### config.mk
export PLATFORM = sky130hd
export DESIGN_NAME = apb_wait_completer
export DESIGN_NICKNAME = d
export VERILOG_FILES = /design/src/rtl/apb_completer_pkg.sv /design/src/rtl/apb_completer_regfile.sv /design/src/rtl/apb_wait_completer.sv
export SDC_FILE = /design/constraint.sdc
export NUM_CORES = 1
export LEC_CHECK = 0
export BUFFER_PORTS_ARGS = -buffer_cell sky130_fd_sc_hd__buf_4
export CORE_MARGIN = 3
export CORE_UTILIZATION = 50
export DETAILED_ROUTE_END_ITERATION = 8
export PLACE_DENSITY_LB_ADDON = 0.3
export RECOVER_POWER = 50
export SLEW_MARGIN = 25
export SYNTH_ARGS = -nofsm -noshare
export SYNTH_HDL_FRONTEND = slang
export SYNTH_SLANG_ARGS = --single-unit
### constraint.sdc
create_clock -name PCLK -period 1.9 [get_ports PCLK]
set_input_delay 0.285 -clock PCLK [delete_from_list [all_inputs] [get_ports PCLK]]
set_output_delay 0.285 -clock PCLK [all_outputs]
set_load 0.01 [all_outputs]
### src/rtl/apb_completer_pkg.sv
// Shared types and defaults for the APB wait-state completer.
// Used by apb_wait_completer (optional APB_COMPLETER_PSTRB_EN byte strobes) and its regfile.
package apb_completer_pkg;

    typedef enum logic [0:0] {
        StIdle,
        StAccess
    } state_e;

    localparam int unsigned AddrWDefault = 8;
    localparam int unsigned DataWDefault = 16;
    localparam int unsigned DepthDefault = 16;

    function automatic int unsigned byte_lanes(input int unsigned data_w);
        return data_w / 8;
    endfunction

endpackage

### src/rtl/apb_completer_regfile.sv
// DEPTH x DATA_W register storage: byte-enabled synchronous write, asynchronous read,
// synchronous clear.
module apb_completer_regfile
    import apb_completer_pkg::*;
#(
    parameter int unsigned DataW = DataWDefault,
    parameter int unsigned Depth = DepthDefault,
    localparam int unsigned IdxW  = (Depth > 1) ? $clog2(Depth) : 1,
    localparam int unsigned Lanes = byte_lanes(DataW)
) (
    input  logic             clk_i,
    input  logic             rst_i,
    input  logic             we_i,
    input  logic [IdxW-1:0]  waddr_i,
    input  logic [DataW-1:0] wdata_i,
    input  logic [Lanes-1:0] be_i,
    input  logic [IdxW-1:0]  raddr_i,
    output logic [DataW-1:0] rdata_o
);

    logic [DataW-1:0] mem_q [Depth];

    always_ff @(posedge clk_i) begin
        if (rst_i) begin
            for (int unsigned i = 0; i < Depth; i++) begin
                mem_q[i] <= '0;
            end
        end else if (we_i) begin
            for (int unsigned l = 0; l < Lanes; l++) begin
                if (be_i[l]) begin
                    mem_q[waddr_i][l*8 +: 8] <= wdata_i[l*8 +: 8];
                end
            end
        end
    end

    assign rdata_o = mem_q[raddr_i];

endmodule

### src/rtl/apb_wait_completer.sv
// APB completer with register file, programmable wait states and out-of-range PSLVERR.
// Define APB_COMPLETER_PSTRB_EN to add the PSTRB byte-strobe input.
module apb_wait_completer
    import apb_completer_pkg::*;
#(
    parameter int unsigned ADDR_W      = AddrWDefault,
    parameter int unsigned DATA_W      = DataWDefault,
    parameter int unsigned DEPTH       = DepthDefault,
    parameter int unsigned WAIT_CYCLES = 2,
    localparam int unsigned Lanes = byte_lanes(DATA_W)
) (
    input  logic              PCLK,
    input  logic              PRESET,
    input  logic              PSEL,
    input  logic              PENABLE,
    input  logic              PWRITE,
    input  logic [ADDR_W-1:0] PADDR,
    input  logic [DATA_W-1:0] PWDATA,
`ifdef APB_COMPLETER_PSTRB_EN
    input  logic [Lanes-1:0]  PSTRB,
`endif
    output logic [DATA_W-1:0] PRDATA,
    output logic              PREADY,
    output logic              PSLVERR
);

    localparam int unsigned IdxW = (DEPTH > 1) ? $clog2(DEPTH) : 1;
    localparam int unsigned CntW = (WAIT_CYCLES > 0) ? $clog2(WAIT_CYCLES + 1) : 1;
    localparam logic [ADDR_W:0] DepthLim = (ADDR_W + 1)'(DEPTH);
    localparam logic [CntW-1:0] CntLoad  = CntW'(WAIT_CYCLES);

    state_e            state_q, state_d;
    logic [CntW-1:0]   cnt_q, cnt_d;
    logic [IdxW-1:0]   addr_q, addr_d;
    logic              write_q, write_d;
    logic [DATA_W-1:0] wdata_q, wdata_d;
    logic              err_q, err_d;
    logic [DATA_W-1:0] rdata_q, rdata_d;
    logic [Lanes-1:0]  be;

    logic              in_range;
    logic              mem_we;
    logic [DATA_W-1:0] rf_rdata;

`ifdef APB_COMPLETER_PSTRB_EN
    logic [Lanes-1:0]  strb_q, strb_d;
    assign be = strb_q;
`else
    assign be = '1;
`endif

    // Full-width unsigned compare so upper address bits never alias into the array.
    assign in_range = ({1'b0, PADDR} < DepthLim);

    always_comb begin
        state_d = state_q;
        cnt_d   = cnt_q;
        addr_d  = addr_q;
        write_d = write_q;
        wdata_d = wdata_q;
        err_d   = err_q;
        rdata_d = rdata_q;
        mem_we  = 1'b0;
`ifdef APB_COMPLETER_PSTRB_EN
        strb_d  = strb_q;
`endif

        case (state_q)
            StIdle: begin
                if (PSEL && !PENABLE) begin
                    state_d = StAccess;
                end
            end
            StAccess: begin
                if (!PSEL) begin
                    state_d = StIdle;
                end else if (PENABLE) begin
                    if (cnt_q != '0) begin
                        cnt_d = cnt_q - CntW'(1);
                    end else begin
                        mem_we  = write_q & ~err_q;
                        state_d = StIdle;
                    end
                end
            end
            default: state_d = StIdle;
        endcase

        // A setup phase seen in either state (re)captures the whole transfer.
        if (PSEL && !PENABLE) begin
            addr_d  = PADDR[IdxW-1:0];
            write_d = PWRITE;
            wdata_d = PWDATA;
            err_d   = ~in_range;
            cnt_d   = CntLoad;
`ifdef APB_COMPLETER_PSTRB_EN
            strb_d  = PSTRB;
`endif
            if (!PWRITE && in_range) begin
                rdata_d = rf_rdata;
            end
        end
    end

    always_ff @(posedge PCLK) begin
        if (PRESET) begin
            state_q <= StIdle;
            cnt_q   <= '0;
            addr_q  <= '0;
            write_q <= 1'b0;
            wdata_q <= '0;
            err_q   <= 1'b0;
            rdata_q <= '0;
`ifdef APB_COMPLETER_PSTRB_EN
            strb_q  <= '0;
`endif
        end else begin
            state_q <= state_d;
            cnt_q   <= cnt_d;
            addr_q  <= addr_d;
            write_q <= write_d;
            wdata_q <= wdata_d;
            err_q   <= err_d;
            rdata_q <= rdata_d;
`ifdef APB_COMPLETER_PSTRB_EN
            strb_q  <= strb_d;
`endif
        end
    end

    always_comb begin
        PREADY  = (state_q == StAccess) && (cnt_q == '0);
        PSLVERR = PREADY & err_q;
        PRDATA  = (PREADY && !write_q && !err_q) ? rdata_q : '0;
    end

    apb_completer_regfile #(
        .DataW (DATA_W),
        .Depth (DEPTH)
    ) u_regfile (
        .clk_i   (PCLK),
        .rst_i   (PRESET),
        .we_i    (mem_we),
        .waddr_i (addr_q),
        .wdata_i (wdata_q),
        .be_i    (be),
        .raddr_i (PADDR[IdxW-1:0]),
        .rdata_o (rf_rdata)
    );

endmodule

==> out/metrics.sh, run 1 <==
POST_ROUTE_CELLS_DRIVE_ABOVE_1_SHARE_PCT=29.0
RELSLEWSLACK_PCT=51.4
SYN-MEAN-INSTANCE-AREA_UM2=14.7
GLOBALROUTE.BUSIESTLAYER='met2'
GLOBAL_ROUTE.USAGE.TOTAL_PCT=22.4
CLOCKBUFFERDEPTH=3
PORTS=47
INITIAL_CORE_UTIL_PCT=51.6
PORTBUFS=46
CELLPOWERDENSITY_nW_PER_UM2=902
MULTIPLEXER_FRACTION_OF_THE_SYNTHESIZED_CELL_AREA_PCT=13.5
CTS_TREE='built'
VIA_COUNT_OF_THE_FIRST_GLOBAL_ROUTING_PASS=7950
POST_SYNTH_FA_HA_MAJ_AREA_FRACTION_PCT=0
DETAIL_ROUTE.FIRST_PASS.ITERATIONS=7
WL_MM=31.9
FAILED_CHECKS='setup timing'
GRT_UTIL_MET2_PCT=38.9
OVERFLOW=0
SYNTH_FP_NETS=928
DIE-WIDTH_UM=168
END_KIND='output port'
ROUTED_WIRE_LENGTH_PER_INSTANCE_UM=23.5
RSZ_0062_RAISED_AFTER_GLOBAL_ROUTING='yes'
ROW_COUNT=58
TIMING.HOLD.WORST.CLASS='in2reg'
FINCLKSKEW_NS=0.0164
TIMING.FINAL.SETUP_VIOLATIONS=51
SYNTH_XOR_XNOR_AREA_SHARE_PCT=0
AREA.GROWTH.SYNTH_TO_FINAL_PCT=21.8
FINAL_HOLD_VIOL_COUNT=0
PERIOD_NEEDED_NS=2.18
SYNTHESIZED_INSTANCE_COUNT=899
P_LEAK_nW=6.01
FLOORPLAN.CORE_AREA_UM2=25500
FINAL.PERIOD_UTILIZATION_PCT=115
WORST_SETUP_PATH_START_KIND='register'
SYNTH_SEQ_CELLS=297
CAP_VIOLATIONS=0
SYNTH-COMPOUND-AREA-SHARE_PCT=2.51
NUM-NETS-FINAL=1034
ROUTED-VIA-COUNT=7736
POWER.IR.VDD_WORST_mV=0.678
RD_PLACE_CONGESTION=0.806
TOTAL_POWER_mW=14.5
CHIPHEIGHT_UM=168
DPL_WIRE_LENGTH_MM=19.2
POST-ROUTE-DRC-COUNT=0
MOST_COMMON_CELL_AFTER_LAYOUT_FILL_AND_TAPS_ASIDE='and2_1'
FLOORPLAN.DIE_AREA_UM2=28400
DRT_FIRST_ITER_VIOLATIONS=684
TIMING_WORST_SLEW_PIN_VALUE_NS=0.728
OUTCOME='finished with violations'
DPL-INSTANCE-AREA_UM2=14500
NUM_ANTENNA_CELLS=0
SYNTH_CELL_TYPES=34
TIMING_WORST_SETUP_PATH_TYPE='reg2out'
CLK_LATENCY_NS=0.55
WORSTPATHREQUIRED_NS=1.62
MASTER_CELL_OF_THE_CLOCK_ROOT_BUFFER='clkbuf_16'
SYNTH.YOSYS.SEQ_AREA_SHARE_PCT=64.5
HTREE_LEVELS=1
COMBINATIONAL_FAMILY_WITH_THE_MOST_AREA_AFTER_SYNTHESIS='simple AND/OR/NAND/NOR gates'
YOSYS.AREA_SHARE.SIMPLE_PCT=17.2
CLOCK_SINK_COUNT=297
SETUP_WS_NS=-0.282
FINAL_CELL_AREA_UM2=16100
TIMING.CRITICAL_PATH.ARRIVAL_NS=1.90
GRT_MAX_DEGREE=46
CRITICAL_PATH.MAX_FANOUT=8
CTS-BUFFERS-INSERTED=31
NUM-FILL-CELLS=1869
MOSTFREQUENTLAYOUTCELLS='and2_1 (258), edfxtp_1 (256), mux4_2 (64)'
ANT_NETS_AFTER_ROUTE=0
YOSYSWARNINGCOUNT=0
INITIAL_ANTENNA_VIOLATION_COUNT=0
MAPPEDNETLISTAREA_UM2=13200
FMAX_MHz=458
GRT_FIRST_PASS_WIRELENGTH_MM=47.9
TIMING.FINAL.MAX_SLEW_VIOLATIONS=0
GRTUSAGEMET1_PCT=29.9
CLOCK_SLEW_AT_REPORTED_PATH_FFS_NS=0.06
LAYOUT.CORE_UTILIZATION_PCT=62.9
VIAS_PER_CELL=5.70
USE_MET3_PCT=3.69
==> through the flow <==
step	setup TNS [ns]	hold WS [ns]	setup slack (ns)	cells
6_report	-5.53	0.0206	-0.282	1358
5_1_grt	-18.67	0.0533	-0.408	1358
4_1_cts	-5.08	0.00413	-0.327	1353
3_5_place_dp	-0.00189	0.479	-0.00189	1274
3_3_place_gp	0	0.465	0.0279	1274
2_1_floorplan	0	0.373	0.0660	899
==> cell type report <==
type	count	area (µm²)	share of cell area, %
sequential	297	8510	53.0
multi-input combinational	534	4500	28.0
timing repair buffer	140	1590	9.89
clock buffer	45	898	5.59
tap	330	413	2.57
clock inverter	11	141	0.880
inverter	1	3.75	0.0234
==> sequential cells by signal, indices dropped and copies added (netlist names) <==
name and count:
wdata_q 16, rdata_q 16, err_q 1, addr_q 4
write_q 1, u_regfile.mem_q 256, state_q 1, cnt_q 2
==> path summary, 6_finish.rpt <==
| check | from | endpoint | slack (ns) | cells past startpoint |
|---|---|---|---|---|
| worst max-delay path | cnt_q[0] | PRDATA[2] | -0.28 | 7 |
| worst min-delay path | PWRITE | write_q | 0.02 | 3 |
| worst max register to register | cnt_q[0] | u_regfile.mem_q[15][5] | -0.03 | 7 |
| worst min register to register | rdata_q[11] | rdata_q[11] | 0.49 | 2 |
==> power by group <==
part | leakage, nW | internal, mW | switching, mW | total, mW
clock network | 0.516 | 3.68 | 2.45 | 6.13
logic | 2.52 | 0.501 | 0.454 | 0.954
registers | 2.98 | 7.26 | 0.141 | 7.40
==> synthesized netlist by cell type (all sizes together) <==
cell type    n  area, µm²
nor2b        5       31.3
inv          1       3.75
a211oi       1       7.51
mux2i       17        170
buf         15       95.1
nand4b       4       35.0
a21oi       23        115
a22oi       15        113
edfxtp     256       7690
o21ai       18       90.1
or2         16        100
nor3         5       45.0
nor4b        1       23.8
and2       275       1720
nand2b       4       25.0
a31oi        1       6.26
nand3        2       10.0
mux2        15        169
or3          1       6.26
nor4         1       12.5
dfxtp       41        821
or4          1       7.51
mux4        64       1440
clkbuf      52        195
and3         2       12.5
nor3b        1       7.51
nand2       45        169
and4         1       8.76
nor2        16       60.1
==> layer usage <==
metal / vias up / routed length, µm / part of all wire (%)
li1: 3475 / - / -
met2: 308 / 16000 / 50
met4: 0 / 664 / 2.1
met5: - / 0 / 0
met1: 3906 / 12900 / 40
met3: 47 / 2300 / 7.2
==> worst max-delay path, cell delays in order, from the launching register on <==
cell and delay [ns]:
dfxtp_2 0.32, buf_6 0.11, nor2_4 0.07, and2_4 0.15
nor3b_4 0.22, buf_6 0.20, and2_4 0.17, buf_6 0.09
==> cell families after synthesis <==
kind of cell | after synthesis
AO/OA/AOI/OAI | 58
flip-flops | 297
multiplexers | 96
AND/OR/NAND/NOR | 380
buffers and inverters | 68
==> repair_timing <==
item	4_1_cts	5_1_grt
buffers inserted	4	3
resized for setup	37	29
endpoints found under the hold margin	17	0
endpoints found under the setup margin	16	183
hold buffers	18	0
pin swaps	7	14
cloned	1	4
Note: power is estimated with default switching activity, not from simulation.
==> run 2, diff against run 1 <==
==> constraint.sdc (replaced) <==
create_clock -name PCLK -period 1.9 [get_ports PCLK]
set_input_delay 0.095 -clock PCLK [delete_from_list [all_inputs] [get_ports PCLK]]
set_output_delay 0.095 -clock PCLK [all_outputs]
set_load 0.01 [all_outputs]
==> out/metrics.sh, run 2 (synthesized netlist as in run 1, its figures left out) <==
OUTCOME='finished with violations'  # unchanged
FAILED_CHECKS='setup timing'  # unchanged
TIMING.HOLD.WORST.CLASS='in2reg'  # unchanged
END_KIND='output port'  # unchanged
TIMING_WORST_SETUP_PATH_TYPE='reg2out'  # unchanged
CLOCKBUFFERDEPTH=3  # unchanged
INITIAL_ANTENNA_VIOLATION_COUNT=0  # unchanged
ROUTED-VIA-COUNT=7792  # was 7736
WL_MM=31.9  # about the same
NUM-FILL-CELLS=1780  # was 1869
VIAS_PER_CELL=5.67  # was 5.70
REGISTERS.TOP_BY_FF_COUNT='u_regfile.mem_q'  # unchanged
DPL_WIRE_LENGTH_MM=20.1  # was 19.2 mm
FINAL.PERIOD_UTILIZATION_PCT=107  # was 115%
AREA.GROWTH.SYNTH_TO_FINAL_PCT=24.8  # was 21.8%
FMAX_MHz=494  # was 458 MHz
POWER.IR.VDD_WORST_mV=0.767  # was 0.678 mV
TIMING.FINAL.MAX_SLEW_VIOLATIONS=0  # unchanged
DIE-WIDTH_UM=168  # unchanged
GRT_MAX_DEGREE=46  # unchanged
AREA.SEQUENTIAL_UM2=8510  # unchanged
PERIOD_NEEDED_NS=2.02  # was 2.18 ns
MULTI_INPUT_COMB_AREA_UM2=4600  # was 4500 µm²
ROW_COUNT=58  # unchanged
POST_ROUTE_CELLS_DRIVE_ABOVE_1_SHARE_PCT=30.0  # was 29.0%
INITIAL_CORE_UTIL_PCT=51.6  # unchanged
NUM_ANTENNA_CELLS=0  # unchanged
CELLPOWERDENSITY_nW_PER_UM2=899  # was 902 nW/µm²
RSZ_0062_RAISED_AFTER_GLOBAL_ROUTING='yes'  # unchanged
PLACEMENT.SETUP.WORST_SLACK_NS=0.0191  # was -0.00189 ns
HTREE_LEVELS=1  # unchanged
ANT_NETS_AFTER_ROUTE=0  # unchanged
ROUTED_WIRE_LENGTH_PER_INSTANCE_UM=23.2  # was 23.5 µm
FLOORPLAN.DIE_AREA_UM2=28400  # unchanged
RELSLEWSLACK_PCT=49.0  # was 51.4%
FINAL_HOLD_VIOL_COUNT=0  # unchanged
CTS_TREE='built'  # unchanged
P_LEAK_nW=6.15  # was 6.01 nW
VIA_COUNT_OF_THE_FIRST_GLOBAL_ROUTING_PASS=7743  # was 7950
WORST_SETUP_PATH_START_KIND='register'  # unchanged
DRT_FIRST_ITER_VIOLATIONS=910  # was 684
WORSTPATHREQUIRED_NS=1.80  # was 1.62 ns
POST-ROUTE-DRC-COUNT=0  # unchanged
TIMING_WORST_SLEW_PIN_VALUE_NS=0.764  # was 0.728 ns
PORTS=47  # unchanged
CLOCK_SINK_COUNT=297  # unchanged
CHIPHEIGHT_UM=168  # unchanged
TIMING.CRITICAL_PATH.ARRIVAL_NS=1.93  # was 1.90 ns
FINCLKSKEW_NS=0.0117  # was 0.0164 ns
CAP_VIOLATIONS=0  # unchanged
TOTAL_POWER_mW=14.8  # was 14.5 mW
DETAIL_ROUTE.FIRST_PASS.ITERATIONS=7  # unchanged
MASTER_CELL_OF_THE_CLOCK_ROOT_BUFFER='clkbuf_16'  # unchanged
LAYOUT_TOP_REGISTERS='u_regfile.mem_q: 256 flops, rdata_q: 16 flops, wdata_q: 16 flops'  # unchanged
OVERFLOW=0  # unchanged
FLOORPLAN.CORE_AREA_UM2=25500  # unchanged
CRITICAL_PATH.MAX_FANOUT=8  # unchanged
GRT_FIRST_PASS_WIRELENGTH_MM=47.1  # was 47.9 mm
CTS-BUFFERS-INSERTED=30  # was 31
MOST_COMMON_CELL_AFTER_LAYOUT_FILL_AND_TAPS_ASIDE='and2_1'  # unchanged
CLK_LATENCY_NS=0.55  # about the same
GLOBAL_ROUTE.USAGE.TOTAL_PCT=21.9  # was 22.4%
CLOCK_SLEW_AT_REPORTED_PATH_FFS_NS=0.06  # about the same
LARGEST_REGISTER_FF_COUNT=256  # unchanged
RD_PLACE_CONGESTION=0.826  # was 0.806
PORTBUFS=46  # unchanged
NUM-NETS-FINAL=1050  # was 1034
LAYOUT.CORE_UTILIZATION_PCT=64.5  # was 62.9%
FINAL.HOLD.WORST_SLACK_NS=0.0480  # was 0.0206 ns
MOSTFREQUENTLAYOUTCELLS='and2_1 (257), edfxtp_1 (256), mux4_2 (64)'  # was and2_1 (258), edfxtp_1 (256), mux4_2 (64)
SETUP_WS_NS=-0.125  # was -0.282 ns
TIMING.FINAL.SETUP_VIOLATIONS=227  # was 51
[run 2: worst paths after layout]
check | start | to | slack (ns) | cells past startpoint
max | cnt_q[1] | PRDATA[3] | -0.12 | 7
min | PADDR[0] | addr_q[0] | 0.05 | 4
max reg2reg | cnt_q[1] | u_regfile.mem_q[12][1] | -0.11 | 7
min reg2reg | rdata_q[11] | rdata_q[11] | 0.49 | 2
[run 2: critical path: stages, from the launching register on]
cell	delay (ns)
dfxtp_2	0.33
buf_6	0.11
nor2_4	0.10
and2_4	0.15
nor3b_4	0.22
buf_6	0.19
and2_4	0.18
buf_6	0.10
[run 2: repair_timing]
item                       4_1_cts  5_1_grt
buffers inserted                 7        4
cloned                           1       12
resized for setup               49       62
hold endpoints to repair        22        0
pin swaps                       20       19
setup endpoints to repair       37      443
hold buffers                    23        0
[run 2: final cells by class]
| type | instances | area share, % |
|---|---|---|
| sequential | 297 | 51.7 |
| tap | 330 | 2.51 |
| inverter | 1 | 0.0228 |
| clock buffer | 40 | 5.16 |
| multi-input combinational | 534 | 27.9 |
| clock inverter | 16 | 1.41 |
| timing repair buffer | 157 | 11.3 |
[run 2: routing by layer]
metal / global-route usage [%] / routed length (µm) / vias up
li1: - / - / 3512
met1: 32.0 / 13300 / 3891
met2: 34.3 / 15200 / 336
met3: 3.08 / 2400 / 53
met4: 7.29 / 931 / 0
met5: 0 / 0 / -
[run 2: where the power goes]
group	switching [mW]	internal, mW	total (mW)
logic	0.476	0.535	1.01
registers	0.155	7.26	7.42
clock network	2.43	3.94	6.37
total	3.06	11.7	14.8
[run 2: stage by stage]
step	TNS, ns	instances	area, µm²
floorplan	0	899	13200
CTS	-4.42	1360	15900
global placement	0	1273	14400
global route	-31.72	1375	16500
finish	-13.40	1375	16500
detailed placement	0	1273	14400
==> run 3, diff against run 2 <==
Settings changed: BUFFER_PORTS_ARGS -buffer_cell sky130_fd_sc_hd__buf_4 to -buffer_cell sky130_fd_sc_hd__clkbuf_2.
==> out/metrics.sh, run 3 (synthesized netlist as in run 1, its figures left out) <==
MULTI_INPUT_COMB_AREA_UM2=4640  # was 4600 µm²
END_KIND='register'  # was output port
CLOCK_SLEW_AT_REPORTED_PATH_FFS_NS=0.06  # about the same
RD_PLACE_CONGESTION=0.877  # was 0.826
CTS_TREE='built'  # unchanged
CTS-BUFFERS-INSERTED=30  # unchanged
RELSLEWSLACK_PCT=44.9  # was 49.0%
MOST_COMMON_CELL_AFTER_LAYOUT_FILL_AND_TAPS_ASIDE='edfxtp_1'  # was and2_1
NUM-NETS-FINAL=1072  # was 1050
LAYOUT.CORE_UTILIZATION_PCT=65.4  # was 64.5%
WORST_SETUP_PATH_START_KIND='register'  # unchanged
FINCLKSKEW_NS=0.0110  # was 0.0117 ns
VIA_COUNT_OF_THE_FIRST_GLOBAL_ROUTING_PASS=7845  # was 7743
FLOORPLAN.DIE_AREA_UM2=28400  # unchanged
GLOBALROUTE.BUSIESTLAYER='met2'  # unchanged
CHIPHEIGHT_UM=168  # unchanged
NUM-FILL-CELLS=1734  # was 1780
INITIAL_CORE_UTIL_PCT=51.6  # unchanged
REG2REG_TO='u_regfile.mem_q[9][1]'  # was u_regfile.mem_q[12][1]
LAYOUT_TOP_REGISTERS='u_regfile.mem_q: 256 flops, rdata_q: 16 flops, wdata_q: 16 flops'  # unchanged
ROUTED-VIA-COUNT=7956  # was 7792
FAILED_CHECKS='setup timing'  # unchanged
WORST_REG2REG_STARTPOINT='cnt_q[1]'  # unchanged
OVERFLOW=0  # unchanged
USE_MET3_PCT=2.68  # was 3.08%
GLOBAL_ROUTE.USAGE.TOTAL_PCT=21.8  # was 21.9%
MOSTFREQUENTLAYOUTCELLS='edfxtp_1 (256), and2_1 (234), mux4_2 (64)'  # was and2_1 (257), edfxtp_1 (256), mux4_2 (64)
REGISTERS.TOP_BY_FF_COUNT='u_regfile.mem_q'  # unchanged
CLOCKBUFFERDEPTH=3  # unchanged
PLACEMENT.SETUP.WORST_SLACK_NS=-0.000940  # was 0.0191 ns
NUM_ANTENNA_CELLS=0  # unchanged
POWER.IR.VDD_WORST_mV=0.672  # was 0.767 mV
TIMING.SETUP.TNS_NS=-45.94  # was -13.40 ns
WL_MM=32.7  # was 31.9 mm
MASTER_CELL_OF_THE_CLOCK_ROOT_BUFFER='clkbuf_16'  # unchanged
DETAIL_ROUTE.FIRST_PASS.ITERATIONS=6  # was 7
TIMING.FINAL.SETUP_VIOLATIONS=366  # was 227
GRT_UTIL_MET2_PCT=35.4  # was 34.3%
DIE-WIDTH_UM=168  # unchanged
PORTS=47  # unchanged
PORTBUFS=46  # unchanged
TIMING_WORST_SETUP_PATH_TYPE='reg2reg'  # was reg2out
CRITICAL_PATH.MAX_FANOUT=8  # unchanged
DRT_FIRST_ITER_VIOLATIONS=794  # was 910
HTREE_LEVELS=1  # unchanged
TIMING.FINAL.MAX_SLEW_VIOLATIONS=0  # unchanged
STARTPOINT='cnt_q[1]'  # unchanged
WORST_R2R_PATH_DEPTH=8  # was 7
CLK_LATENCY_NS=0.54  # was 0.55 ns
GRT_MAX_DEGREE=46  # unchanged
DPL_WIRE_LENGTH_MM=20.1  # about the same
FMAX_MHz=469  # was 494 MHz
SETUP_WS_NS=-0.232  # was -0.125 ns
FINAL.PERIOD_UTILIZATION_PCT=112  # was 107%
PERIOD_NEEDED_NS=2.13  # was 2.02 ns
GRTUSAGEMET1_PCT=31.7  # was 32.0%
RRSETUPSLACK_NS=-0.23  # was -0.11 ns
POST-ROUTE-DRC-COUNT=0  # unchanged
FLOORPLAN.CORE_AREA_UM2=25500  # unchanged
WORSTPATHREQUIRED_NS=2.16  # was 1.80 ns
GRT_FIRST_PASS_WIRELENGTH_MM=47.1  # about the same
AREA.GROWTH.SYNTH_TO_FINAL_PCT=26.8  # was 24.8%
POST_ROUTE_CELLS_DRIVE_ABOVE_1_SHARE_PCT=33.7  # was 30.0%
RSZ_0062_RAISED_AFTER_GLOBAL_ROUTING='yes'  # unchanged
CLOCK_SINK_COUNT=297  # unchanged
WORSTHOLDSTART='PADDR[0]'  # unchanged
TIMING.HOLD.WORST.CLASS='in2reg'  # unchanged
TIMING.CRITICAL_PATH.TO='u_regfile.mem_q[9][1]'  # was PRDATA[3]
P_LEAK_nW=6.31  # was 6.15 nW
CELLPOWERDENSITY_nW_PER_UM2=861  # was 899 nW/µm²
LARGEST_REGISTER_FF_COUNT=256  # unchanged
ROUTED_WIRE_LENGTH_PER_INSTANCE_UM=23.4  # was 23.2 µm
OUTCOME='finished with violations'  # unchanged
AREA.SEQUENTIAL_UM2=8510  # unchanged
ROW_COUNT=58  # unchanged
FINAL_HOLD_VIOL_COUNT=0  # unchanged
TIMING_WORST_SLEW_PIN_VALUE_NS=0.825  # was 0.764 ns
TIMING.CRITICAL_PATH.ARRIVAL_NS=2.39  # was 1.93 ns
VIAS_PER_CELL=5.71  # was 5.67
ANT_NETS_AFTER_ROUTE=0  # unchanged
CAP_VIOLATIONS=0  # unchanged
INITIAL_ANTENNA_VIOLATION_COUNT=0  # unchanged
[run 3: per-stage QoR]
stage	instances	power (mW)	cell area, µm²	hold WS, ns
after floorplan	899	7.97	13200	0.183
after global placement	1278	8.39	14400	0.317
after detailed placement	1278	8.40	14400	0.322
after CTS	1364	14.4	15800	0.0197
after global routing	1394	14.8	16700	0.0524
final	1394	14.4	16700	0.0386
[run 3: routing by layer]
metal  share of wire [%]  vias to the layer above
met2                  49                      334
met5                   0                        -
met3                 7.1                       49
met1                  42                     4020
met4                 2.4                        0
li1                    -                     3553
[run 3: worst min-delay path by stage]
| stage | slack (ns) | to | depth (start not counted) |
|---|---|---|---|
| 2_1_floorplan | 0.18 | state_q | 1 |
| 3_3_place_gp | 0.32 | wdata_q[14] | 3 |
| 3_5_place_dp | 0.32 | wdata_q[11] | 3 |
| 4_1_cts | 0.02 | addr_q[0] | 4 |
| 5_1_grt | 0.05 | addr_q[0] | 4 |
| 6_report | 0.04 | addr_q[0] | 4 |
[run 3: layout make-up]
type | count | share of cell area (%)
flip-flops and latches | 297 | 50.9
multi-input cells | 534 | 27.8
repair buffers | 179 | 12.7
clock buffers | 38 | 5.36
well taps | 330 | 2.47
clock inverters | 15 | 0.756
inverters | 1 | 0.0225
[run 3: what timing repair did]
action                                 in CTS  in global routing
hold buffers                               23                  0
buffers inserted                            9                 13
gates cloned                                1                 18
pin swaps                                  20                 19
resized for setup                          34                132
setup endpoints to repair                  32                452
endpoints found under the hold margin      22                  0
[run 3: critical path, cell delays in order (launching register included)]
cell       delay, ns
dfxtp_2         0.33
buf_4           0.13
buf_6           0.11
nor4b_4         0.38
nand4b_1        0.16
buf_6           0.16
nor3_4          0.22
or2_4           0.20
clkbuf_16       0.16
[run 3: power by group]
part	internal [mW]	total [mW]	leakage, nW	switching, mW
Sequential	7.26	7.40	2.98	0.138
Combinational	0.532	1.03	2.83	0.499
Clock	3.58	5.97	0.506	2.39
Total	11.4	14.4	6.31	3.03
